$ cat src/rtl/enc_pkg.sv
// Shared constants for the RV32I instruction encoder: opcodes, op-field positions, FSM states.
package enc_pkg;

    localparam int unsigned OP_W   = 6;
    localparam int unsigned REG_W  = 5;
    localparam int unsigned XLEN   = 32;

    // op group bits: [3] ALU class, [4] alternate (sub/sra or mem), [5] register/store/branch select
    localparam int unsigned OP_ALU_BIT = 3;
    localparam int unsigned OP_ALT_BIT = 4;
    localparam int unsigned OP_HI_BIT  = 5;

    localparam logic [6:0] OPC_OP     = 7'b0110011;
    localparam logic [6:0] OPC_OP_IMM = 7'b0010011;
    localparam logic [6:0] OPC_LOAD   = 7'b0000011;
    localparam logic [6:0] OPC_STORE  = 7'b0100011;
    localparam logic [6:0] OPC_BRANCH = 7'b1100011;
    localparam logic [6:0] OPC_JALR   = 7'b1100111;
    localparam logic [6:0] OPC_JAL    = 7'b1101111;
    localparam logic [6:0] OPC_AUIPC  = 7'b0010111;
    localparam logic [6:0] OPC_LUI    = 7'b0110111;

    typedef enum logic [1:0] {
        ST_IDLE  = 2'd0,
        ST_RUN   = 2'd1,
        ST_FLUSH = 2'd2,
        ST_DONE  = 2'd3
    } state_e;

    // True when v is a sign-extended value of the given bit width.
    function automatic logic fits_signed(input logic [XLEN-1:0] v, input int unsigned bits);
        logic [XLEN-1:0] hi_mask;
        hi_mask = ~((XLEN'(1) << (bits - 1)) - XLEN'(1));
        return ((v & hi_mask) == '0) || ((v & hi_mask) == hi_mask);
    endfunction

endpackage

$ cat src/rtl/instr_encode_comb.sv
// Combinational RV32I packer: descriptor -> instruction word plus illegal flag.
// Immediate range checking is enabled by defining ENC_RANGE_CHECK_EN.
module instr_encode_comb
    import enc_pkg::*;
(
    input  logic [OP_W-1:0]  op,
    input  logic [REG_W-1:0] rs1,
    input  logic [REG_W-1:0] rs2,
    input  logic [REG_W-1:0] rd,
    input  logic [XLEN-1:0]  imm,
    output logic [XLEN-1:0]  word,
    output logic             illegal
);

    logic [2:0] f3;
    logic       alt;
    logic       range_ok;

    assign f3  = op[2:0];
    assign alt = op[OP_ALT_BIT];

    always_comb begin
        word     = '0;
        illegal  = 1'b0;
        range_ok = 1'b1;
        if (op == '0) begin
            word = '0;
        end else if (op[OP_ALU_BIT]) begin
            if (op[OP_HI_BIT]) begin
                illegal = alt && !((f3 == 3'b000) || (f3 == 3'b101));
                word    = {1'b0, alt, 5'b0, rs2, rs1, f3, rd, OPC_OP};
            end else if (op[1:0] == 2'b01) begin
                illegal  = alt && (f3 != 3'b101);
                range_ok = (imm[31:5] == '0);
                word     = {1'b0, alt, 5'b0, imm[4:0], rs1, f3, rd, OPC_OP_IMM};
            end else begin
                illegal  = alt;
                range_ok = fits_signed(imm, 12);
                word     = {imm[11:0], rs1, f3, rd, OPC_OP_IMM};
            end
        end else if (op[OP_ALT_BIT]) begin
            range_ok = fits_signed(imm, 12);
            if (!op[OP_HI_BIT]) begin
                illegal = !(f3 inside {3'b000, 3'b001, 3'b010, 3'b100, 3'b101});
                word    = {imm[11:0], rs1, f3, rd, OPC_LOAD};
            end else begin
                illegal = f3[2] || (f3 == 3'b011);
                word    = {imm[11:5], rs2, rs1, f3, imm[4:0], OPC_STORE};
            end
        end else if (op[OP_HI_BIT]) begin
            illegal  = (f3 == 3'b010) || (f3 == 3'b011);
            range_ok = fits_signed(imm, 13) && !imm[0];
            word     = {imm[12], imm[10:5], rs2, rs1, f3, imm[4:1], imm[11], OPC_BRANCH};
        end else begin
            case (f3)
                3'b100: begin
                    range_ok = fits_signed(imm, 12);
                    word     = {imm[11:0], rs1, 3'b000, rd, OPC_JALR};
                end
                3'b101: begin
                    range_ok = fits_signed(imm, 21) && !imm[0];
                    word     = {imm[20], imm[10:1], imm[11], imm[19:12], rd, OPC_JAL};
                end
                3'b010: begin
                    range_ok = (imm[11:0] == '0);
                    word     = {imm[31:12], rd, OPC_AUIPC};
                end
                3'b110: begin
                    range_ok = (imm[11:0] == '0);
                    word     = {imm[31:12], rd, OPC_LUI};
                end
                default: illegal = 1'b1;
            endcase
        end
`ifdef ENC_RANGE_CHECK_EN
        illegal = illegal || !range_ok;
`endif
        if (illegal) word = '0;
    end

`ifndef ENC_RANGE_CHECK_EN
    logic unused_range_ok;
    assign unused_range_ok = range_ok;
`endif

endmodule

$ cat src/rtl/instr_encoder.sv
// Streaming RV32I encoder and IMEM loader: packs descriptors and writes them at consecutive
// word addresses from base_addr. Optional immediate range checking: ENC_RANGE_CHECK_EN.
module instr_encoder
    import enc_pkg::*;
#(
    parameter int unsigned ADDR_W = 10
) (
    input  logic              clk,
    input  logic              reset,
    input  logic              start,
    input  logic [ADDR_W-1:0] base_addr,
    input  logic              in_valid,
    output logic              in_ready,
    input  logic              in_last,
    input  logic [OP_W-1:0]   in_op,
    input  logic [REG_W-1:0]  in_rs1,
    input  logic [REG_W-1:0]  in_rs2,
    input  logic [REG_W-1:0]  in_rd,
    input  logic [XLEN-1:0]   in_imm,
    output logic              imem_we,
    output logic [ADDR_W-1:0] imem_addr,
    output logic [XLEN-1:0]   imem_wdata,
    output logic              busy,
    output logic              done,
    output logic [ADDR_W:0]   count,
    output logic              err_illegal,
    output logic              err_full
);

    localparam int unsigned CNT_W = ADDR_W + 1;
    localparam logic [CNT_W-1:0] CAP = CNT_W'(1) << ADDR_W;

    state_e              state_q, state_d;
    logic [ADDR_W-1:0]   addr_q, addr_d;
    logic [CNT_W-1:0]    count_q, count_d;
    logic                we_q, we_d;
    logic [ADDR_W-1:0]   waddr_q, waddr_d;
    logic [XLEN-1:0]     wdata_q, wdata_d;
    logic                ready_q, ready_d;
    logic                busy_q, busy_d;
    logic                done_q, done_d;
    logic                err_ill_q, err_ill_d;
    logic                err_full_q, err_full_d;

    logic [XLEN-1:0]     enc_word;
    logic                enc_illegal;
    logic                accept;

    instr_encode_comb u_enc (
        .op      (in_op),
        .rs1     (in_rs1),
        .rs2     (in_rs2),
        .rd      (in_rd),
        .imm     (in_imm),
        .word    (enc_word),
        .illegal (enc_illegal)
    );

    assign accept = in_valid && ready_q;

    // count tracks completed writes; ready also reserves a slot for the write in flight
    always_comb begin
        state_d    = state_q;
        addr_d     = addr_q;
        count_d    = count_q + CNT_W'(we_q);
        we_d       = 1'b0;
        waddr_d    = waddr_q;
        wdata_d    = wdata_q;
        err_ill_d  = err_ill_q;
        err_full_d = err_full_q;
        case (state_q)
            ST_IDLE, ST_DONE: begin
                if (start) begin
                    state_d    = ST_RUN;
                    addr_d     = base_addr;
                    count_d    = '0;
                    err_ill_d  = 1'b0;
                    err_full_d = 1'b0;
                end
            end
            ST_RUN: begin
                if (accept) begin
                    if (enc_illegal) begin
                        err_ill_d = 1'b1;
                    end else begin
                        we_d    = 1'b1;
                        waddr_d = addr_q;
                        wdata_d = enc_word;
                        addr_d  = addr_q + ADDR_W'(1);
                    end
                    if (in_last) state_d = ST_FLUSH;
                end
                if (count_d == CAP) state_d = ST_DONE;
            end
            ST_FLUSH: state_d = ST_DONE;
            default:  state_d = ST_IDLE;
        endcase
        if (count_d == CAP) err_full_d = 1'b1;
        ready_d = (state_d == ST_RUN) && ((count_d + CNT_W'(we_d)) < CAP);
        busy_d  = (state_d == ST_RUN) || (state_d == ST_FLUSH);
        done_d  = (state_d == ST_DONE);
    end

    always_ff @(posedge clk) begin
        if (reset) begin
            state_q    <= ST_IDLE;
            addr_q     <= '0;
            count_q    <= '0;
            we_q       <= 1'b0;
            waddr_q    <= '0;
            wdata_q    <= '0;
            ready_q    <= 1'b0;
            busy_q     <= 1'b0;
            done_q     <= 1'b0;
            err_ill_q  <= 1'b0;
            err_full_q <= 1'b0;
        end else begin
            state_q    <= state_d;
            addr_q     <= addr_d;
            count_q    <= count_d;
            we_q       <= we_d;
            waddr_q    <= waddr_d;
            wdata_q    <= wdata_d;
            ready_q    <= ready_d;
            busy_q     <= busy_d;
            done_q     <= done_d;
            err_ill_q  <= err_ill_d;
            err_full_q <= err_full_d;
        end
    end

    assign in_ready    = ready_q;
    assign imem_we     = we_q;
    assign imem_addr   = waddr_q;
    assign imem_wdata  = wdata_q;
    assign busy        = busy_q;
    assign done        = done_q;
    assign count       = count_q;
    assign err_illegal = err_ill_q;
    assign err_full    = err_full_q;

endmodule

$ cat config.mk
export PLATFORM = sky130hd
export DESIGN_NAME = instr_encoder
export DESIGN_NICKNAME = d
export VERILOG_FILES = /design/src/rtl/enc_pkg.sv /design/src/rtl/instr_encode_comb.sv /design/src/rtl/instr_encoder.sv
export SDC_FILE = /design/constraint.sdc
export NUM_CORES = 1
export LEC_CHECK = 0
export CORE_MARGIN = 2
export CORE_UTILIZATION = 35
export DETAILED_ROUTE_END_ITERATION = 12
export HOLD_SLACK_MARGIN = 0.03
export PLACE_DENSITY = 0.66
export SLEW_MARGIN = 20
export SYNTH_ARGS = -nofsm -noshare
export SYNTH_HDL_FRONTEND = slang
export SYNTH_SLANG_ARGS = --single-unit
$ cat constraint.sdc
create_clock -name clk -period 2.85 [get_ports clk]
set_input_delay 0.57 -clock clk [delete_from_list [all_inputs] [get_ports clk]]
set_output_delay 0.57 -clock clk [all_outputs]
set_load 0.1 [all_outputs]
# After elaboration in Yosys (flattened, before gate mapping)
# Cells that the tools add are included.
[totals]
elab_cells = 95
regBits = 71
output_inout_bits = 59
[classes]
n_eq_ne = 20
n_reduce_logical = 23
n_mux = 36
bitwise = 1
n_addsub = 3
order_cmp = 1
[ops]
columns = ["cell", "count"]
rows = [
  ["32-bit 2-to-1 mux", 6],
  ["32-bit one-hot mux with 4 select lines", 1],
  ["10-bit 2-to-1 mux", 3],
  ["25-bit 2-to-1 mux", 1],
  ["11-bit by 1-bit adder with 11-bit output", 2],
  ["11-bit == test, second input constant", 2],
  ["11-bit 2-to-1 mux", 2],
  ["10-bit one-hot mux with 2 select lines", 1],
  ["1-bit 2-to-1 mux", 16],
  ["11-bit < comparator, second input constant", 1],
  ["10-bit by 1-bit adder with 10-bit output, second input constant", 1],
  ["3-bit == test, second input constant", 3],
  ["2-bit == test, second input constant", 4],
  ["2-bit 2-to-1 mux", 4],
  ["2-bit != test, second input constant", 4],
  ["4-bit AND reduction", 2],
  ["2-bit by 1-bit == test with 1-bit output, second input constant", 3],
  ["3-bit by 2-bit == test with 1-bit output, second input constant", 2],
  ["6-bit logical NOT", 1],
  ["2-bit one-hot mux with 3 select lines", 1],
  ["2-bit nonzero test", 3],
  ["5-bit nonzero test", 1],
  ["1-bit logical AND", 4],
  ["1-bit logical OR", 4],
  ["other kinds (11)", 12],
]

# Logic depth before layout (Yosys ltp)
# Gate-level depths: netlist of run 1.
[depth]
depth_word = 13
ltp_mapped = 11
ltp_nobuf = 10

# By module
# A second synthesis of run 1 with hierarchy kept.
[hier_totals]
hier_cells = 587
area_unflattened_um2 = 4380.5
[modules_own_cells]
columns = ["module", "seq_area_each_um2", "area_per_inst_um2", "n_inst", "cells_each"]
rows = [
  ["instr_encoder", 1421.4, 3225.6, 1, 410],
  ["instr_encode_comb", 0.0, 1154.9, 1, 177],
]

# Least setup slack after synthesis of run 1
# No wires, ideal clock.
[synth_timing]
path_kind = "flip-flop to flip-flop"
from = "register count_q[2], in the netlist count[2]"
to = "register done_q, in the netlist done"
stages_incl_launch_ff = 11
n_path_buf = 2
slack_ns = -0.181
period_less_slack_ns = 3.031
arrival_time_ns = 2.903
cell_sequence = "dfxtp_1 clkbuf_8 and4_1 clkbuf_1 and3_1 mux2_2 and4_1 o21ai_1 inv_1 ha_1 nor2b_1"
[synth_via]
elab_chain_cells = 5
[synth_lines]
columns = ["item", "line", "text"]
rows = [
  ["start: declaration", "instr_encoder.sv:35", "logic [CNT_W-1:0] count_q, count_d;"],
  ["start signal: assignment", "instr_encoder.sv:120", "count_q <= count_d;"],
  ["11-bit by 1-bit adder with 11-bit output", "instr_encoder.sv:65", "count_d = count_q + CNT_W'(we_q);"],
  ["11-bit == test", "instr_encoder.sv:93", "if (count_d == CAP) state_d = ST_DONE;"],
  ["2-bit 2-to-1 mux", "instr_encoder.sv:93", ""],
  ["2-bit one-hot mux with 3 select lines", "instr_encoder.sv:71", "case (state_q)"],
  ["net state_d[1]", "instr_encoder.sv:33", "state_e state_q, state_d;"],
  ["2-bit == test", "instr_encoder.sv:101", "done_d = (state_d == ST_DONE);"],
  ["net done_d", "instr_encoder.sv:41", "logic done_q, done_d;"],
  ["end signal: assignment", "instr_encoder.sv:126", "done_q <= done_d;"],
  ["end: declaration", "instr_encoder.sv:41", ""],
]
# The timed path passes the listed nets, and every way through them passes these cells.
# A chain may end at the register's enable or synchronous reset.

# Worst setup path in the final report of run 1
[layout_timing]
from = "input port in_op[1]"
to = "register addr_q[0]"
[layout_via]
elab_chain_cells = 9
elab_cells_between_ends = 29
classes_between = "eq/ne: 9; mux: 8; reduce/logical: 12"
[layout_lines]
columns = ["item", "line", "text"]
rows = [
  ["start: declaration", "instr_encoder.sv:15", "input logic [OP_W-1:0] in_op,"],
  ["3-bit == test, or another cell as far along", "--", ""],
  ["4-bit OR reduction (no source line), or another cell as far along", "--", ""],
  ["1-bit 2-to-1 mux, or another cell as far along", "instr_encode_comb.sv:55", "case (f3)"],
  ["1-bit 2-to-1 mux, or another cell as far along", "instr_encode_comb.sv:50", "end else if (op[OP_HI_BIT]) begin"],
  ["1-bit 2-to-1 mux, on equally long branches", "instr_encode_comb.sv:41, instr_encode_comb.sv:29", ""],
  ["1-bit 2-to-1 mux", "instr_encode_comb.sv:28", "end else if (op[OP_ALU_BIT]) begin"],
  ["1-bit 2-to-1 mux *", "instr_encode_comb.sv:26", "if (op == '0) begin"],
  ["2-bit != test (no source line) *", "--", ""],
  ["4-bit AND reduction (no source line) *", "--", ""],
  ["end signal: assignment", "instr_encoder.sv:119", "addr_q <= addr_d;"],
  ["end: declaration", "instr_encoder.sv:34", "logic [ADDR_W-1:0] addr_q, addr_d;"],
]
# Mark *: on every way between the ends. The rest lies on a longest branch, timed or not.

==> results_dict.tcl, run 1 <==
set metrics [dict create \
    status "completed" \
    number_of_flops_mapped_to_enable_cells_by_yosys 0 \
    totalWireLength_um 12200 \
    fin_tns_setup_ns 0 \
    area.growth.synth_to_final_pct 40.6 \
    critical_path.endpoint_type "flip-flop" \
    sink_count 70 \
    cts_post_setup_buffers_inserted 0 \
    synth_common_cells "90 x sky130_fd_sc_hd__nand2_1, 70 x sky130_fd_sc_hd__dfxtp_1, 52 x sky130_fd_sc_hd__a21oi_1" \
    start_util 0.354 \
    hold_path_class "flip-flop to flip-flop" \
    finalHoldViolCount 0 \
    die_area_sq_um 12300 \
    io_pins 127 \
    max_freq_mhz 403 \
    drv_cap 0 \
    layout.cells.non_filler 786 \
    std_cell_rows 39 \
    critical_path_maximum_fanout 11 \
    yosysTopAreaCell "sky130_fd_sc_hd__dfxtp_1" \
    routed-via-count 4246 \
    worstReg2RegStart "imem_we" \
    syn-cell-area_sq_um 3990 \
    final-max-slew-violation-count 0 \
    crit_path_frequent_cell "sky130_fd_sc_hd__o21ai_1" \
    synthesis.instances 522 \
    final_min_period_over_clock_period 0.871 \
    critical-path-top-delay-family "buffers and inverters" \
    min_from "imem_wdata[20]" \
    fin_worst_hold_slack_ns 0.453 \
    worst-r2r-setup-slack_ns 0.44 \
    ir_drop_mv 0.499 \
    post-route-worst-setup-slack_ns 0.368 \
    leakagePower_nw 2.20 \
    sequential_fraction_of_the_synthesis_area 0.351 \
    synth.net_count 598 \
    finalSetupViolations 0 \
    die_height_um 111 \
    ctsRootBufferMaster "sky130_fd_sc_hd__clkbuf_16" \
    remaining_drc_errors 0 \
    grt_antenna_before_repair 0 \
    final_area_sq_um 5620 \
    gp_routability_congestion 0.882 \
    worstPathArrival_ns 2.69 \
    drtAntennaViolNets 0 \
    fin_crit_ns 2.48 \
    finalClockSkew_ns 0.00508 \
    critPathLaunchType "input port" \
    post_route_cells_drive_above_1_share 0.188 \
    drt_iter0_markers 163 \
    cts-buffers-inserted 9 \
    yosys_warnings 0 \
    dp_hpwl_um 9040 \
    clock_insertion_delay_worst_skew_ns 0.33 \
    grt.total_usage 0.197 \
    grt.overflow.total 0 \
    detail_route.wl_per_cell_um 15.5 \
    ys_dominant_reg_cell "sky130_fd_sc_hd__dfxtp_1" \
    worstHoldEndpoint "imem_wdata[20]" \
    synth.avg_cell_area_sq_um 7.65 \
    hold-path-cell-count 2 \
    number_of_buffers_between_clock_root_and_the_deepest_sink 2 \
    post-synth-top-area-fraction 0.351 \
    power_per_cell_area_nw_per_um2 624 \
    slowest_stage "sky130_fd_sc_hd__clkdlybuf4s50_1" \
    cts_resized 0 \
    tritoncts "done" \
    num-nets-final 714 \
    vias_per_cell 5.40 \
    crit_required_ns 3.05 \
    synth.lib_cells_used.distinct 60 \
    clock_transition_at_the_registers_of_the_reported_paths_ns 0.06 \
    timing_worst_setup_path_type "input port to flip-flop" \
    cp_slowest_stage_delay_ns 0.56 \
    portBuffers 126 \
    vias_in_the_first_global_route 3985 \
    postCtsHoldBufs 0 \
    post-place-cells 770 \
    r2r_end "in_ready" \
    synth.most_common_cell "sky130_fd_sc_hd__nand2_1" \
    dp_worst_slack_ns 0.0844 \
    timing.max_slew.rel_slack 0.654 \
    antenna-diode-count 0 \
    synth-async-reset-ratio 0 \
    dpl-instance-area_sq_um 5280 \
    worst_pin_slew_ns 0.516 \
    dieWidth_um 111 \
    worst_r2r_path_depth 8 \
    worst-path-buf-inv 2 \
    timing.critical_path.cells "clkdlybuf4s50_1 -> buf_4 -> and3b_1 -> o21ai_1 -> nand2_2 -> o21ai_1 -> mux2i_1 -> o22ai_1" \
    global_route_wire_length_before_repair_um 19900 \
    firstDrtPassIters 5 \
    grt_max_degree 41 \
    cts_htree_levels 3 \
    rsz_0062_raised_after_global_routing "no" \
    synth.area.top_cells "sky130_fd_sc_hd__dfxtp_1 35%, sky130_fd_sc_hd__nand2_1 8.5%, sky130_fd_sc_hd__a21oi_1 6.5%" \
    core_area_sq_um 11300 \
    ys_seq_elements 70 \
]
## cell type report
type | instances | area [sq um]
clock buffers | 13 | 270
multi-input cells | 400 | 2360
fillers | 1112 | 5660
inverters | 9 | 33.8
flip-flops and latches | 70 | 1410
well taps | 143 | 179
repair buffers | 148 | 1300
clock inverters | 3 | 65.1
## layer usage
layer,GRT usage,wire length (um),up-vias
li1,-,-,2096
met1,0.249,5290,1976
met2,0.318,5810,156
met3,0.0590,814,18
met4,0.0700,259,0
met5,0,0,-
## flip-flops by register name, summed over array words and instances (netlist names)
register / count
imem_wdata: 31
err_full: 1
done: 1
state_q: 2
busy: 1
err_illegal: 1
in_ready: 1
imem_addr: 10
imem_we: 1
count: 11
addr_q: 10
## power by group
group	leakage (nW)	internal [mW]	switching, mW
logic	1.46	0.383	0.679
registers	0.570	1.08	0.107
clock network	0.166	0.837	0.420
total	2.20	2.30	1.21
## kinds of logic (layout without fill, tap and decap cells)
group                      after synthesis  after routing  synth area share
adders and majority gates                8              8            0.0251
buffers and inverters                   52            173            0.0605
AOI/OAI and AO/OA                      142            142             0.224
xor gates and xnor gates                12             12            0.0263
DFF                                     70             70             0.351
muxes                                   18             18            0.0482
and+or+nand+nor                        220            220             0.265
## placed cells by master (no fill, tap or decap), types with 8 or more instances in the layout
cell / instances
sky130_fd_sc_hd__dfxtp_1: 64
sky130_fd_sc_hd__mux2_2: 10
sky130_fd_sc_hd__buf_4: 79
sky130_fd_sc_hd__nor2_1: 39
sky130_fd_sc_hd__mux2i_1: 8
sky130_fd_sc_hd__clkbuf_16: 9
sky130_fd_sc_hd__clkdlybuf4s50_1: 66
sky130_fd_sc_hd__a21oi_1: 52
sky130_fd_sc_hd__a31oi_1: 10
sky130_fd_sc_hd__nand2_1: 90
sky130_fd_sc_hd__nand3_1: 25
sky130_fd_sc_hd__inv_1: 9
sky130_fd_sc_hd__a22oi_1: 15
sky130_fd_sc_hd__o21ai_0: 20
sky130_fd_sc_hd__nor2b_1: 10
sky130_fd_sc_hd__nand2b_1: 8
sky130_fd_sc_hd__nor3_1: 10
sky130_fd_sc_hd__ha_1: 8
## worst min-delay path: cells and delay by family, from the launching register on
family          cells  cell delay, ns
compound gates      1            0.05
flops               1            0.30
simple gates        1            0.05
## worst max path at each step
stage / startpoint / to / slack [ns] / depth (start not counted)
4_1_cts: in_op[1] / addr_q[0] / 0.41 / 8
3_5_place_dp: in_op[1] / addr_q[0] / 0.08 / 8
5_1_grt: in_op[1] / addr_q[0] / 0.26 / 8
3_3_place_gp: in_op[1] / imem_wdata[2] / 0.17 / 9
6_report: in_op[1] / addr_q[0] / 0.37 / 8
2_1_floorplan: count[1] / in_ready / 0.05 / 8
## per-stage QoR
stage / utilization / total power, mW
6_report: 0.498 / 3.50
5_1_grt: 0.498 / 3.69
4_1_cts: 0.498 / 3.52
3_5_place_dp: 0.468 / 2.26
3_3_place_gp: 0.468 / 2.24
2_1_floorplan: - / 1.91
Note: power is estimated with default switching activity, not from simulation.
==> run 2: changes to the inputs <==
--- a/config.mk
+++ b/config.mk
@@ -6,11 +6,12 @@
 export NUM_CORES = 1
 export LEC_CHECK = 0
 export CORE_MARGIN = 2
-export CORE_UTILIZATION = 35
+export CORE_UTILIZATION = 40
 export DETAILED_ROUTE_END_ITERATION = 12
 export HOLD_SLACK_MARGIN = 0.03
-export PLACE_DENSITY = 0.66
+export PLACE_DENSITY = 0.72
 export SLEW_MARGIN = 20
 export SYNTH_ARGS = -nofsm -noshare
 export SYNTH_HDL_FRONTEND = slang
+export SYNTH_HIERARCHICAL = 1
 export SYNTH_SLANG_ARGS = --single-unit
==> run 2 against run 1 <==
  * Critical endpoint is now addr_q[7]
  * Highest routed layer unchanged
  * Largest cell class unchanged
  * Count of clock-buffer cells in the layout did not move
  * Non-clock buffer count rose by 18
  * Largest power group is now registers
  * Sequential share of layout area fell by 0.98 points
  * Final cell count rose by 9.5%
==> results_dict.tcl, run 2 <==
set metrics [dict create \
    synth.net_count 661 \
    synth.lib_cells_used.distinct 72 \
    firstDrtPassIters 5 \
    syn-cell-area_sq_um 4380 \
    finalClockSkew_ns 0.00885 \
    number_of_flops_mapped_to_enable_cells_by_yosys 0 \
    grt.overflow.total 0 \
    slowest_stage "sky130_fd_sc_hd__clkdlybuf4s50_1" \
    detail_route.wl_per_cell_um 16.1 \
    area.growth.synth_to_final_pct 36.1 \
    sink_count 71 \
    num-nets-final 790 \
    final_min_period_over_clock_period 0.930 \
    post_synth_fa_ha_maj_area_fraction 0.0171 \
    hold_path_class "flip-flop to flip-flop" \
    layout.cells.non_filler 861 \
    yosysTopAreaCell "sky130_fd_sc_hd__dfxtp_1" \
    largest_family_of_logic_cells_by_synthesized_area "compound AO/OA/AOI/OAI gates" \
    drt_iter0_markers 346 \
    synth-async-reset-ratio 0 \
    portBuffers 126 \
    post_route_cells_drive_above_1_share 0.201 \
    global_route_wire_length_before_repair_um 22200 \
    core_area_sq_um 10700 \
    die_area_sq_um 11800 \
    dieWidth_um 109 \
    remaining_drc_errors 0 \
    clock_transition_at_the_registers_of_the_reported_paths_ns 0.08 \
    grt_antenna_before_repair 0 \
    yosys_warnings 6 \
    fin_tns_setup_ns 0 \
    worstPathArrival_ns 2.92 \
    multi_input_comb_area_sq_um 2670 \
    crit_required_ns 3.12 \
    rsz_0062_raised_after_global_routing "no" \
    std_cell_rows 38 \
    ys_dominant_reg_cell "sky130_fd_sc_hd__dfxtp_1" \
    synth_compound_gate_area_share 0.290 \
    final-max-slew-violation-count 0 \
    die_height_um 109 \
    status "completed" \
    post-synth-top-area-fraction 0.324 \
    post_synth_mux_area_share 0.0163 \
    dp_worst_slack_ns -0.354 \
    vias_in_the_first_global_route 4549 \
    ys_seq_elements 71 \
    ctsRootBufferMaster "sky130_fd_sc_hd__clkbuf_8" \
    cts_htree_levels 3 \
    routed-via-count 4835 \
    finalSetupViolations 0 \
    fill_cells 1072 \
    synth.avg_cell_area_sq_um 7.46 \
    finalHoldViolCount 0 \
    area.sequential_sq_um 1440 \
    antenna-diode-count 0 \
    totalWireLength_um 13800 \
    grt.total_usage 0.238 \
    post-route-worst-setup-slack_ns 0.199 \
    leakagePower_nw 2.23 \
    synth_common_cells "123 x sky130_fd_sc_hd__nand2_1, 73 x sky130_fd_sc_hd__a21oi_1, 71 x sky130_fd_sc_hd__dfxtp_1" \
    vias_per_cell 5.62 \
    worst_pin_slew_ns 0.491 \
    sequential_fraction_of_the_synthesis_area 0.324 \
    synthesis.instances 587 \
    number_of_buffers_between_clock_root_and_the_deepest_sink 2 \
    number_of_flip_flops_in_the_largest_register 32 \
    dp_hpwl_um 10200 \
    power_per_cell_area_nw_per_um2 416 \
    tritoncts "done" \
    drv_cap 0 \
    crit_path_frequent_cell "sky130_fd_sc_hd__o22a_1" \
    timing.max_slew.rel_slack 0.673 \
    critical_path.endpoint_type "flip-flop" \
    grt_max_degree 44 \
    drtAntennaViolNets 0 \
    timing.critical_path.cells "clkdlybuf4s50_1 -> nand2b_1 -> o22a_1 -> o22a_1 -> and2_1 -> and4b_1 -> buf_4 -> o21a_1 -> a21oi_1 -> a211oi_1" \
    cts-buffers-inserted 9 \
    postCtsHoldBufs 0 \
    critPathLaunchType "input port" \
    critical_path_maximum_fanout 11 \
    parity_gate_share_of_the_synthesized_area_counting_xor_and_xnor_cells 0.0160 \
    io_pins 127 \
    clock_insertion_delay_worst_skew_ns 0.36 \
    mostFrequentLayoutCells "123 x sky130_fd_sc_hd__nand2_1, 98 x sky130_fd_sc_hd__buf_4, 73 x sky130_fd_sc_hd__a21oi_1" \
    ir_drop_mv 0.225 \
    start_util 0.408 \
    gp_routability_congestion 0.916 \
    post-place-cells 845 \
    max_freq_mhz 377 \
    mostFrequentLayoutCell "sky130_fd_sc_hd__nand2_1" \
    synth.area.top_cells "sky130_fd_sc_hd__dfxtp_1 32%, sky130_fd_sc_hd__nand2_1 11%, sky130_fd_sc_hd__a21oi_1 8.3%" \
    fin_crit_ns 2.65 \
    synth.most_common_cell "sky130_fd_sc_hd__nand2_1" \
    post_synthesis_simple_gate_area_fraction 0.267 \
    cp_slowest_stage_delay_ns 0.47 \
    timing_worst_setup_path_type "input port to flip-flop" \
]
## run 2: report_power, final
part	switching [mW]	total (mW)	internal [mW]
sequential	0.0329	1.05	1.02
clock	0.400	0.852	0.452
combinational	0.326	0.577	0.251
## run 2: per-layer routing
layer | global-route usage | wire [um] | vias to the layer above
met5 | 0 | 0 | -
met4 | 0.0769 | 233 | 0
met3 | 0.0430 | 780 | 20
met2 | 0.387 | 6600 | 160
met1 | 0.319 | 6220 | 2293
li1 | - | - | 2362
## run 2: worst max-delay path: cells and delay by family
family                 cells  cell delay (ns)
buffers and inverters      2             0.60
AO/OA/AOI/OAI              5             1.06
AND/OR/NAND/NOR            3             0.68
## run 2: per-stage QoR
stage	hold WS (ns)	utilization	power, mW	cell area, sq um
final	0.456	0.555	2.48	5960
after global routing	0.478	0.555	2.60	5960
after floorplan	0.449	-	1.42	4400
after CTS	0.457	0.554	2.49	5950
after global placement	0.443	0.535	1.63	5750
after detailed placement	0.447	0.535	1.65	5750
## run 2: repair_timing
item,CTS,global route
setup buffers,0,0
endpoints found under the setup margin,0,1
gates resized for setup,0,5
## run 2: logic make-up after synthesis
| family | after synthesis |
|---|---|
| AOI/OAI and AO/OA | 186 |
| xor gates and xnor gates | 8 |
| adders and majority gates | 6 |
| buffers and inverters | 63 |
| DFF | 71 |
| muxes | 7 |
| and+or+nand+nor | 246 |
## run 2: final cells by class
cell class | count | share of cell area
repair buffers | 166 | 0.238
flip-flops and latches | 71 | 0.241
clock inverters | 3 | 0.00713
well taps | 140 | 0.0294
inverters | 15 | 0.00944
multi-input cells | 453 | 0.448
clock buffers | 13 | 0.0266
## run 2: worst paths after layout
path	startpoint	to	slack [ns]	depth (start not counted)
min reg2reg	imem_wdata[20]	imem_wdata[20]	0.46	2
max	in_op[3]	addr_q[7]	0.20	10
max reg2reg	imem_we	in_ready	0.27	11
min	imem_wdata[20]	imem_wdata[20]	0.46	2
